===== config.mk =====
export PLATFORM = sky130hd
export DESIGN_NAME = viterbi_link_ctrl
export DESIGN_NICKNAME = d
export VERILOG_FILES = /design/src/rtl/viterbi_link_ctrl.sv
export SDC_FILE = /design/constraint.sdc
export NUM_CORES = 1
export LEC_CHECK = 0
export BUFFER_PORTS_ARGS = -buffer_cell sky130_fd_sc_hd__buf_4
export CORE_MARGIN = 5
export CORE_UTILIZATION = 53
export DETAILED_ROUTE_END_ITERATION = 8
export HOLD_SLACK_MARGIN = 0.02
export PLACE_DENSITY = 0.77
export REMOVE_ABC_BUFFERS = 1
export SKIP_CTS_REPAIR_TIMING = 1
export SLEW_MARGIN = 5
export SYNTH_ARGS = -nofsm -noshare
export SYNTH_HDL_FRONTEND = slang
export SYNTH_SLANG_ARGS = --single-unit

===== constraint.sdc =====
create_clock -name clk -period 6.15 [get_ports clk]
set_clock_uncertainty 0.1 [all_clocks]
set_input_delay 0.615 -clock clk [delete_from_list [all_inputs] [get_ports clk]]
set_output_delay 0.615 -clock clk [all_outputs]
set_load 0.02 [all_outputs]

===== src/rtl/viterbi_link_ctrl.sv =====
// Frame sequencer for the convolutional-encoder / Viterbi-decoder link: serializes a payload,
// captures the decoded bits and keeps error statistics. Channel error injection: VITERBI_ERR_INJ_EN.
module viterbi_link_ctrl #(
    parameter int FRAME_LEN = 32,
    parameter int TAIL_LEN  = 2,
    parameter int DEC_LAT   = 20,
    parameter int ERR_N     = 4
) (
    input  logic                 clk,
    input  logic                 rst,
    input  logic                 start_i,
    input  logic [FRAME_LEN-1:0] payload_i,
    input  logic                 clr_stats_i,
    output logic                 enc_enable_o,
    output logic                 enc_bit_o,
    input  logic                 enc_valid_i,
    output logic                 dec_enable_o,
    output logic [1:0]           err_inj_o,
    input  logic                 dec_bit_i,
    output logic                 busy_o,
    output logic                 done_o,
    output logic                 timeout_o,
    output logic [FRAME_LEN-1:0] rx_word_o,
    output logic [15:0]          bit_err_ct_o,
    output logic [15:0]          inj_ct_o
);
    // state | meaning
    // IDLE  | waiting for start_i
    // SEND  | payload + tail bits streamed into the encoder
    // WAIT  | collecting decoded payload bits, watchdog running
    // CHECK | one-cycle compare, statistics update, done_o pulse
    typedef enum logic [1:0] {IDLE, SEND, WAIT, CHECK} state_t;

    localparam int SEND_LEN = FRAME_LEN + TAIL_LEN;
    localparam int WD_LEN   = DEC_LAT + FRAME_LEN + TAIL_LEN + 16;
    localparam int SEND_W   = $clog2(SEND_LEN + 1);
    localparam int WD_W     = $clog2(WD_LEN + 1);

    state_t               state;
    logic [FRAME_LEN-1:0] payload;
    logic [FRAME_LEN-1:0] tx_sr;
    logic [SEND_W-1:0]    send_cnt;
    logic [WD_W-1:0]      wd_cnt;
    logic [DEC_LAT-1:0]   dec_pipe;
    logic [6:0]           cap_cnt;
    logic                 cap_fire;
    logic                 cap_last;
    logic [6:0]           err_pop;
    logic [16:0]          err_sum;

    function automatic logic [6:0] popcnt(input logic [FRAME_LEN-1:0] v);
        logic [6:0] c;
        c = '0;
        for (int i = 0; i < FRAME_LEN; i++) c = c + 7'(v[i]);
        return c;
    endfunction

    assign cap_fire = dec_pipe[DEC_LAT-1] && (cap_cnt < 7'(FRAME_LEN));
    // Look ahead so CHECK starts in the cycle right after the last payload capture.
    assign cap_last = (cap_cnt == 7'(FRAME_LEN)) || (cap_fire && cap_cnt == 7'(FRAME_LEN - 1));

    always_comb begin
        err_pop = popcnt(rx_word_o ^ payload);
        err_sum = {1'b0, bit_err_ct_o} + {10'b0, err_pop};
    end

    always_ff @(posedge clk or negedge rst) begin
        if (!rst) begin
            state        <= IDLE;
            payload      <= '0;
            tx_sr        <= '0;
            send_cnt     <= '0;
            wd_cnt       <= '0;
            dec_pipe     <= '0;
            cap_cnt      <= '0;
            rx_word_o    <= '0;
            enc_enable_o <= 1'b0;
            enc_bit_o    <= 1'b0;
            dec_enable_o <= 1'b0;
            busy_o       <= 1'b0;
            done_o       <= 1'b0;
            timeout_o    <= 1'b0;
        end else begin
            dec_enable_o <= enc_valid_i;
            dec_pipe     <= {dec_pipe[DEC_LAT-2:0], dec_enable_o};
            if (cap_fire) begin
                rx_word_o <= {rx_word_o[FRAME_LEN-2:0], dec_bit_i};
                cap_cnt   <= cap_cnt + 7'd1;
            end
            case (state)
                IDLE: begin
                    if (start_i) begin
                        payload      <= payload_i;
                        tx_sr        <= {payload_i[FRAME_LEN-2:0], 1'b0};
                        enc_bit_o    <= payload_i[FRAME_LEN-1];
                        enc_enable_o <= 1'b1;
                        busy_o       <= 1'b1;
                        timeout_o    <= 1'b0;
                        cap_cnt      <= '0;
                        rx_word_o    <= '0;
                        send_cnt     <= SEND_W'(SEND_LEN - 1);
                        wd_cnt       <= WD_W'(WD_LEN - 1);
                        state        <= SEND;
                    end
                end
                SEND: begin
                    if (send_cnt == '0) begin
                        enc_enable_o <= 1'b0;
                        enc_bit_o    <= 1'b0;
                        state        <= WAIT;
                    end else begin
                        send_cnt  <= send_cnt - 1'b1;
                        enc_bit_o <= tx_sr[FRAME_LEN-1];
                        tx_sr     <= {tx_sr[FRAME_LEN-2:0], 1'b0};
                    end
                end
                WAIT: begin
                    if (cap_last) begin
                        done_o <= 1'b1;
                        state  <= CHECK;
                    end else if (wd_cnt == '0) begin
                        timeout_o <= 1'b1;
                        done_o    <= 1'b1;
                        state     <= CHECK;
                    end else begin
                        wd_cnt <= wd_cnt - 1'b1;
                    end
                end
                CHECK: begin
                    done_o <= 1'b0;
                    busy_o <= 1'b0;
                    state  <= IDLE;
                end
                default: state <= IDLE;
            endcase
        end
    end

    always_ff @(posedge clk or negedge rst) begin
        if (!rst) begin
            bit_err_ct_o <= '0;
        end else if (clr_stats_i) begin
            bit_err_ct_o <= '0;
        end else if (state == CHECK) begin
            bit_err_ct_o <= err_sum[16] ? 16'hFFFF : err_sum[15:0];
        end
    end

`ifdef VITERBI_ERR_INJ_EN
    logic [15:0] lfsr;
    logic        lfsr_fb;
    logic [16:0] inj_sum;

    // Fibonacci form, taps 16,14,13,11, shifting toward bit 0.
    assign lfsr_fb = lfsr[0] ^ lfsr[2] ^ lfsr[3] ^ lfsr[5];
    assign inj_sum = {1'b0, inj_ct_o} + {16'b0, err_inj_o[1]} + {16'b0, err_inj_o[0]};

    always_ff @(posedge clk or negedge rst) begin
        if (!rst) begin
            lfsr      <= 16'hACE1;
            err_inj_o <= 2'b00;
        end else begin
            if (enc_valid_i) lfsr <= {lfsr_fb, lfsr[15:1]};
            err_inj_o <= (enc_valid_i && (&lfsr[ERR_N-1:0])) ? 2'b11 : 2'b00;
        end
    end

    always_ff @(posedge clk or negedge rst) begin
        if (!rst) begin
            inj_ct_o <= '0;
        end else if (clr_stats_i) begin
            inj_ct_o <= '0;
        end else begin
            inj_ct_o <= inj_sum[16] ? 16'hFFFF : inj_sum[15:0];
        end
    end
`else
    assign err_inj_o = 2'b00;
    assign inj_ct_o  = 16'h0000;
`endif

endmodule


==> summary.md, run 1 <==
| Metric | Value |
|---|---|
| Status | `complete, no violations` |
| DRC viols | `0` |
| Async SR Flop Fraction | `1.00` |
| Cells after DPL | `1,081` |
| R2R setup slack | `0.26 ns` |
| Ant. Diodes | `0` |
| Multi-input gate area | `3980 um2` |
| Final worst slack | `0.264 ns` |
| Routed vias | `6,062` |
| Routed wire length | `18,100 um` |
| R2R cell count | `17` |
| Fin nets | `1,003` |
| Crit-path max FO | `8` |
| Fin cells | `1,115` |
| Die Width | `135 um` |
| WP data required | `6.36 ns` |
| Layout cell share with drive strength beyond 1 | `0.170` |
| Clk sink count | `159` |
| Synth Flop Type | `dfrtp_1` |
| Placed wire-length estimate | `12,100 um` |
| RSZ-0062 raised after global routing | `false` |
| Avg Cell Area, Syn | `9.89 um2` |
| Routed vias/inst | `5.44` |
| Met2 GRT Util | `0.310` |
| Slew headroom | `0.409` |
| Tightest Pin Transition | `0.887 ns` |
| CTS Buf Count | `17` |
| Post-synthesis sequential area ratio | `0.483` |
| Met3 usage | `0.0618` |
| Total global-route track usage | `0.208` |
| # Max-Cap Violations | `0` |
| Die Ht | `135 um` |
| Final TNS setup | `0 ns` |
| Reg-to-reg endpoint | `bit_err_ct_o[13]$_DFFE_PN0P_` |
| Synth area leader | `dfrtp_1` |
| # IOs | `110` |
| Global route hottest layer | `met2` |
| Slew Viols, Final | `0` |
| Max Clk Rate | `0.170 GHz` |
| Most frequent cells in the layout | `177 x nand2_1, 157 x dfrtp_1, 101 x buf_4` |
| Placed Area | `9020 um2` |
| Netlist area before placement | `8240 um2` |
| Critical R2R Launch | `rx_word_o[10]$_DFF_PN0_` |
| HP Class | `input port to asynchronous set/reset pin` |
| Initial antenna violation count | `0` |
| Pre-CTS WS | `0.0564 ns` |
| Fin. Hold Viols | `0` |
| Area of the core | `15,200 um2` |
| Final setup fails | `0` |
| Crit-path cells | `xnor2_2 > fa_1 > fa_1 > inv_1 > fa_1 > fa_1 > inv_1 > fa_1 > fa_1 > fa_1 > inv_1 > fa_1 > a211o_1 > a221o_1 > a21o_4 > nand3_2 > a31oi_1` |
| DRT iter0 DRCs | `538` |
| Die area | `18,100 um2` |
| Critical path's top delay family | `adder cells` |
| Fill cell count | `1,193` |
| Period Utilization, post-route | `0.957` |
| Syn Inst Count | `833` |
| Min Tclk post-route | `5.89 ns` |
| Crit path kind | `flop to flop` |
| Area Growth Syn to Fin | `18.0%` |
| Setup crit end kind | `flop` |
| Most Frequent Cell on Critical Path | `fa_1` |
| FP Rows | `45` |
| Crit path arrival time | `6.10 ns` |
| IO Port Bufs | `91` |
| GPL Wtd Cong | `0.864` |
| Critical Path Max Stage Delay | `0.58 ns` |
| Yosys reg bits | `159` |
| Cell variety after synth | `60` |
| Met1 Track Usage GR | `0.300` |
| Insertion delay to the later sink of the worst-skew pair | `0.43 ns` |
| Grt ovf | `0` |
| CP bufs+invs | `3` |
| Vias in the first global route | `5,897` |
| Starting Density | `0.542` |
| Clock slew at the register clock pins of the worst setup and hold paths | `0.06 ns` |
| CP Launch Type | `flop` |
| CP max-delay cell | `fa_1` |
| First-pass GRT wire length | `30,000 um` |
| DRT Pass-1 Iters | `5` |
| Most common cell after layout, fill and taps aside | `nand2_1` |
| Post-synth EDFFs | `0` |
| Top cell type's share of synthesized area | `0.483` |
| Root Buffer | `clkbuf_16` |
| Final instance area | `9720 um2` |
| Largest net degree at the start of global routing | `101` |
| Ranking of synthesized cells by area | `dfrtp_1 48%, nand2_1 8.1%, fa_1 6.3%, a21oi_1 4.7%, mux2i_1 4.6%` |
| Longest Clk Path Bufs | `2` |
| CTS HTree Levels | `4` |
| Routed len/inst | `16.2 um` |
| Reg area | `3980 um2` |
| Final ANT Viol Nets | `0` |
| Ys Warns | `0` |
| CTS tree | `built` |
through the flow:
step,hold slack (ns),util
final,0.188,0.640
after global placement,0.234,0.593
after floorplan,0.219,-
after detailed placement,0.235,0.593
after CTS,0.173,0.633
after global routing,0.176,0.640
final cells by class:
type,instances,share of cell area
inverter,39,0.0151
tap,188,0.0242
multi-input combinational,595,0.410
clock buffer,23,0.0492
sequential,159,0.409
clock inverter,9,0.0134
timing repair buffer,102,0.0791
sequential cells by signal, summed over array words and instances (netlist names):
name and flops:
payload 32, rx_word_o 32, tx_sr 31, dec_pipe 20
bit_err_ct_o 16, cap_cnt 7, wd_cnt 7, send_cnt 6
state 2, busy_o 1, dec_enable_o 1, done_o 1
enc_bit_o 1, enc_enable_o 1, timeout_o 1
cell usage after synthesis, drive strengths merged (6+ instances only):
library cell  number
nand3             14
nor2              61
mux2i             38
a31oi             14
fa                26
nand2b             8
clkbuf            28
buf               30
a21oi             78
ha                25
xor2              22
a311oi             6
nand2            178
o21ai             19
xnor2             22
dfrtp            159
inv               39
logic make-up after synthesis:
kind of cell,after synthesis,share of synthesized area
adders and majority gates,51,0.101
other,1,0.000455
muxes,39,0.0475
AOI/OAI and AO/OA,149,0.112
DFF,159,0.483
and+or+nand+nor,293,0.154
xor gates and xnor gates,44,0.0468
buffers and inverters,97,0.0551
metal layers:
metal,wire (um),share of wire,up-vias
li1,-,-,2915
met1,8200,0.45,2969
met2,8550,0.47,159
met3,1110,0.061,19
met4,214,0.012,0
met5,0,0,-
worst max path at each step:
stage                             from                            to  slack (ns)  depth (start not counted)
3_3_place_gp    rx_word_o[0]$_DFF_PN0_   bit_err_ct_o[3]$_DFFE_PN0P_        0.14                         16
6_report       rx_word_o[10]$_DFF_PN0_  bit_err_ct_o[13]$_DFFE_PN0P_        0.26                         17
5_1_grt        rx_word_o[12]$_DFF_PN0_   bit_err_ct_o[6]$_DFFE_PN0P_        0.01                         17
4_1_cts         rx_word_o[2]$_DFF_PN0_   bit_err_ct_o[6]$_DFFE_PN0P_        0.02                         16
2_1_floorplan  rx_word_o[16]$_DFF_PN0_   bit_err_ct_o[3]$_DFFE_PN0P_        0.20                         18
3_5_place_dp    rx_word_o[2]$_DFF_PN0_   bit_err_ct_o[3]$_DFFE_PN0P_        0.06                         16
Power of run 1 is not shown: default switching activity piles up to over one toggle a cycle in this logic, so the estimate is an artifact.
==> inputs of run 2 (changes only) <==
--- a/config.mk
+++ b/config.mk
@@ -5,7 +5,7 @@
 export SDC_FILE = /design/constraint.sdc
 export NUM_CORES = 1
 export LEC_CHECK = 0
-export BUFFER_PORTS_ARGS = -buffer_cell sky130_fd_sc_hd__buf_4
+export BUFFER_PORTS_ARGS = -buffer_cell sky130_fd_sc_hd__buf_2
 export CORE_MARGIN = 5
 export CORE_UTILIZATION = 53
 export DETAILED_ROUTE_END_ITERATION = 8
@@ -13,6 +13,7 @@
 export PLACE_DENSITY = 0.77
 export REMOVE_ABC_BUFFERS = 1
 export SKIP_CTS_REPAIR_TIMING = 1
+export SKIP_LAST_GASP = 1
 export SLEW_MARGIN = 5
 export SYNTH_ARGS = -nofsm -noshare
 export SYNTH_HDL_FRONTEND = slang
==> run 2 against run 1 <==
Net effect:
- sequential cell count stayed put
- register-to-register slack worse by 0.09 ns
- worst hold slack worse by 0.040 ns
- global-route usage up 0.24 points
- sequential share of layout area up 1.2 points
- wire length up 1.4%
- critical endpoint is now bit_err_ct_o[3]$_DFFE_PN0P_
- setup slack worse by 0.092 ns
- clock-buffer cell count fell by 1
- die area is the same
- first-iteration DRC count shrank 10%
- non-clock buffer count fell by 2
- fmax shrank 1.5%
==> summary.md, run 2 (synthesis results as in run 1) <==
| Metric | Value |
|---|---|
| Min Hold Slack | `0.149 ns` |
| Fin nets | `1,001` |
| GPL Wtd Cong | `0.875` |
| Final setup fails | `0` |
| CP Launch Type | `flop` |
| DRT iter0 DRCs | `484` |
| Pre-CTS WS | `0.00790 ns` |
| Routed len/inst | `16.5 um` |
| Area Growth Syn to Fin | `14.6%` |
| Routed vias | `6,128` |
| Die Ht | `135 um` |
| WP data required | `6.33 ns` |
| # IOs | `110` |
| Slew Viols, Final | `0` |
| DRT Pass-1 Iters | `5` |
| Final worst slack | `0.172 ns` |
| Clk sink count | `159` |
| Regs by FF count | `payload x32, rx_word_o x32, tx_sr x31` |
| Area of the core | `15,200 um2` |
| HP Class | `input port to asynchronous set/reset pin` |
| IO Port Bufs | `91` |
| Crit-path cells | `xnor2_2 > fa_1 > fa_1 > inv_1 > fa_1 > fa_1 > inv_1 > fa_1 > fa_1 > fa_1 > inv_1 > fa_1 > a211o_1 > a221o_1 > a21o_4 > nand3_4 > a311oi_1` |
| Min Tclk post-route | `5.98 ns` |
| Crit path kind | `flop to flop` |
| Starting Density | `0.542` |
| Reg area | `3980 um2` |
| # Max-Cap Violations | `0` |
| Total global-route track usage | `0.210` |
| Insertion delay to the later sink of the worst-skew pair | `0.42 ns` |
| Routed vias/inst | `5.53` |
| Initial antenna violation count | `0` |
| Crit-path max FO | `8` |
| Most frequent cells in the layout | `177 x nand2_1, 157 x dfrtp_1, 90 x buf_2` |
| Most common cell after layout, fill and taps aside | `nand2_1` |
| Longest Clk Path Bufs | `2` |
| Die area | `18,100 um2` |
| Multi-input gate area | `3980 um2` |
| Critical Path Max Stage Delay | `0.58 ns` |
| Max Clk Rate | `0.167 GHz` |
| Fill cell count | `1,193` |
| Vias in the first global route | `6,078` |
| CP max-delay cell | `fa_1` |
| Status | `complete, no violations` |
| Largest net degree at the start of global routing | `87` |
| Ant. Diodes | `0` |
| Final instance area | `9450 um2` |
| CTS Buf Count | `17` |
| Root Buffer | `clkbuf_16` |
| First-pass GRT wire length | `30,400 um` |
| Crit path arrival time | `6.16 ns` |
| Setup crit end kind | `flop` |
| Final ANT Viol Nets | `0` |
| Layout cell share with drive strength beyond 1 | `0.163` |
| Tightest Pin Transition | `0.940 ns` |
| Routed wire length | `18,300 um` |
| Placed wire-length estimate | `12,200 um` |
| Die Width | `135 um` |
| Most Frequent Cell on Critical Path | `fa_1` |
| Slew headroom | `0.373` |
| CP bufs+invs | `3` |
| Fin. Hold Viols | `0` |
| Placed Area | `8780 um2` |
| Critical path's top delay family | `adder cells` |
| DRC viols | `0` |
| CTS HTree Levels | `4` |
| Clock slew at the register clock pins of the worst setup and hold paths | `0.06 ns` |
| Grt ovf | `0` |
| CTS tree | `built` |
| FP Rows | `45` |
| Period Utilization, post-route | `0.972` |
## run 2: cell count changes in the layout (fill, tap and decap cells not counted), moves of 2 or more
cell,delta
a31oi_2,-2
buf_2,+90
a31oi_1,+2
clkinv_2,-2
buf_4,-92
## run 2: layout make-up
cell class,count,share of cell area
sequential,159,0.421
multi-input combinational,595,0.421
timing repair buffer,100,0.0560
clock buffer,22,0.0491
tap,188,0.0249
inverter,39,0.0155
clock inverter,6,0.0118
## run 2: per-layer routing
layer	global-route usage	share of wire	vias to the layer above	wire length (um)
met4	0.0628	0.015	0	280
met5	0	0	-	0
met2	0.320	0.48	178	8770
met3	0.0678	0.074	23	1350
met1	0.291	0.43	3012	7900
li1	-	-	2915	-
## run 2: path summary, 6_finish.rpt
kind                                         start                           to  slack (ns)  cells after the start
setup / recovery           rx_word_o[14]$_DFF_PN0_  bit_err_ct_o[3]$_DFFE_PN0P_        0.17                     17
hold / removal                                 rst           done_o$_DFFE_PN0P_        0.15                      1
setup reg to reg           rx_word_o[14]$_DFF_PN0_  bit_err_ct_o[3]$_DFFE_PN0P_        0.17                     17
hold reg to reg             dec_pipe[11]$_DFF_PN0_       dec_pipe[12]$_DFF_PN0_        0.25                      0
max in group asynchronous                      rst      rx_word_o[10]$_DFF_PN0_        4.32                      2
min in group clk                       enc_valid_i       dec_enable_o$_DFF_PN0_        0.20                      1
## run 2: worst reg2reg max path: cells and delay by family (launching register included)
kind	cells	cell delay, ns
fa+ha+maj	8	3.71
buf+inv	3	0.17
compound gates	4	1.09
flops	1	0.44
xor+xnor	1	0.22
simple gates	1	0.13
## run 2: per-stage QoR
step,util,TNS (ns),std cells
detailed placement,0.578,0,1080
CTS,0.616,-0.146,1108
global placement,0.578,0,1080
global route,0.621,-0.00525,1109
floorplan,-,0,792
finish,0.621,0,1109
Power of run 2 is left out for the same reason.
==> inputs of run 3 (changes only) <==
--- a/config.mk
+++ b/config.mk
@@ -7,10 +7,11 @@
 export LEC_CHECK = 0
 export BUFFER_PORTS_ARGS = -buffer_cell sky130_fd_sc_hd__buf_2
 export CORE_MARGIN = 5
-export CORE_UTILIZATION = 53
+export CORE_UTILIZATION = 31
+export CTS_BUF_LIST = sky130_fd_sc_hd__clkbuf_16
 export DETAILED_ROUTE_END_ITERATION = 8
 export HOLD_SLACK_MARGIN = 0.02
-export PLACE_DENSITY = 0.77
+export MAX_ROUTING_LAYER = met4
 export REMOVE_ABC_BUFFERS = 1
 export SKIP_CTS_REPAIR_TIMING = 1
 export SKIP_LAST_GASP = 1
==> run 3 against run 2 <==
Net effect:
- register-to-register slack better by 0.07 ns
- utilization decreased by 25 points
- via count down 1.5%
- global-route usage down 7.6 points
- non-clock buffer count increased by 6
- first-iteration DRC count shrank 34%
- wire length increased by 7.6%
- die area up 65%
- critical path depth did not move
- final cell count rose by 14%
- setup slack improved by 0.073 ns
- highest routed layer unchanged
==> summary.md, run 3 (synthesis results as in run 1) <==
| Metric | Value |
|---|---|
| Crit-path max FO | `8` |
| CP startpoint | `rx_word_o[12]$_DFF_PN0_` |
| FP Rows | `59` |
| Slew headroom | `0.421` |
| Total global-route track usage | `0.135` |
| # Max-Cap Violations | `0` |
| Fin nets | `1,007` |
| Initial antenna violation count | `0` |
| Ant. Diodes | `0` |
| Critical R2R Launch | `rx_word_o[12]$_DFF_PN0_` |
| Tightest Pin Transition | `0.861 ns` |
| CTS tree | `built` |
| Pre-CTS WS | `0.00196 ns` |
| Reg-to-reg endpoint | `bit_err_ct_o[14]$_DFFE_PN0P_` |
| Grt ovf | `0` |
| Regs by FF count | `payload x32, rx_word_o x32, tx_sr x31` |
| # IOs | `110` |
| DRC viols | `0` |
| Clk sink count | `159` |
| Clock slew at the register clock pins of the worst setup and hold paths | `0.07 ns` |
| Area Growth Syn to Fin | `16.7%` |
| R2R setup slack | `0.24 ns` |
| DRT Pass-1 Iters | `5` |
| Routed vias | `6,039` |
| Min Tclk post-route | `5.91 ns` |
| WP data required | `6.35 ns` |
| Max Clk Rate | `0.169 GHz` |
| Routed len/inst | `15.6 um` |
| Layout cell share with drive strength beyond 1 | `0.166` |
| Vias in the first global route | `6,026` |
| Period Utilization, post-route | `0.960` |
| DRT iter0 DRCs | `318` |
| Hold Crit Depth | `1` |
| CTS HTree Levels | `4` |
| HP Class | `input port to flop` |
| RSZ-0062 raised after global routing | `false` |
| Area of the core | `26,100 um2` |
| Most frequent cells in the layout | `177 x nand2_1, 158 x dfrtp_1, 90 x buf_2` |
| Longest Clk Path Bufs | `2` |
| Insertion delay to the later sink of the worst-skew pair | `0.43 ns` |
| Die Ht | `173 um` |
| Routed vias/inst | `4.77` |
| Routed wire length | `19,700 um` |
| IO Port Bufs | `91` |
| Die area | `29,900 um2` |
| Final worst slack | `0.245 ns` |
| Die Width | `173 um` |
| GPL Wtd Cong | `0.781` |
| Final setup fails | `0` |
| First-pass GRT wire length | `32,000 um` |
| Root Buffer | `clkbuf_16` |
| Slew Viols, Final | `0` |
| Status | `complete, no violations` |
| Crit path kind | `flop to flop` |
| R2R cell count | `17` |
| Critical Path Sink | `bit_err_ct_o[14]$_DFFE_PN0P_` |
| Starting Density | `0.315` |
| CP Launch Type | `flop` |
| Final ANT Viol Nets | `0` |
| Crit path arrival time | `6.10 ns` |
| Placed wire-length estimate | `13,700 um` |
| CTS Buf Count | `17` |
| Most common cell after layout, fill and taps aside | `nand2_1` |
| Fill cell count | `2,673` |
| Fin. Hold Viols | `0` |
| Setup crit end kind | `flop` |
| Largest net degree at the start of global routing | `72` |
[run 3: cell types whose count changed in the layout (fill, tap and decap cells not counted), moves of 3 or more]
cell,change
xnor2_1,+3
clkinvlp_4,+3
buf_4,+5
xnor2_2,-3
clkinv_1,+3
clkbuf_1,-3
[run 3: worst max-delay path, stage by stage, from the launching register on]
cell,delay [ns]
dfrtp_1,0.41
xnor2_2,0.20
fa_1,0.47
fa_1,0.52
inv_1,0.06
fa_1,0.51
fa_1,0.54
inv_1,0.05
fa_1,0.50
fa_1,0.58
fa_1,0.19
inv_1,0.06
fa_2,0.35
a211o_1,0.33
a221o_1,0.38
a21o_4,0.28
a31oi_1,0.18
a211oi_1,0.07
[run 3: routing by layer]
metal  track usage  up-vias  wire (um)
met5             -        -          0
met4        0.0362        0        221
met3        0.0336       19        873
met2         0.203      128       9200
met1         0.182     2966       9410
li1              -     2926          -
[run 3: worst min-delay path by stage]
stage / start / to
4_1_cts: rst / rx_word_o[13]$_DFF_PN0_
6_report: enc_valid_i / dec_enable_o$_DFF_PN0_
3_3_place_gp: dec_pipe[16]$_DFF_PN0_ / dec_pipe[17]$_DFF_PN0_
5_1_grt: enc_valid_i / dec_enable_o$_DFF_PN0_
3_5_place_dp: dec_pipe[16]$_DFF_PN0_ / dec_pipe[17]$_DFF_PN0_
2_1_floorplan: rst / bit_err_ct_o[0]$_DFFE_PN0P_
[run 3: final cells by class]
type / instances / area (um2) / share of cell area
clock buffers: 17 / 425 / 0.0442
clock inverters: 15 / 121 / 0.0126
inverters: 39 / 146 / 0.0152
multi-input cells: 595 / 3950 / 0.411
flip-flops and latches: 159 / 3980 / 0.414
well taps: 335 / 419 / 0.0436
repair buffers: 106 / 577 / 0.0600
[run 3: stage by stage]
stage	hold WS, ns	utilization	instances	area (um2)	setup TNS (ns)
6_report	0.195	0.368	1266	9620	0
5_1_grt	0.175	0.368	1266	9620	0
4_1_cts	-0.0228	0.366	1264	9550	-0.0474
3_5_place_dp	0.235	0.345	1232	9000	0
3_3_place_gp	0.233	0.345	1232	9000	0
2_1_floorplan	0.219	-	792	8000	0
Power of run 3 is left out for the same reason.
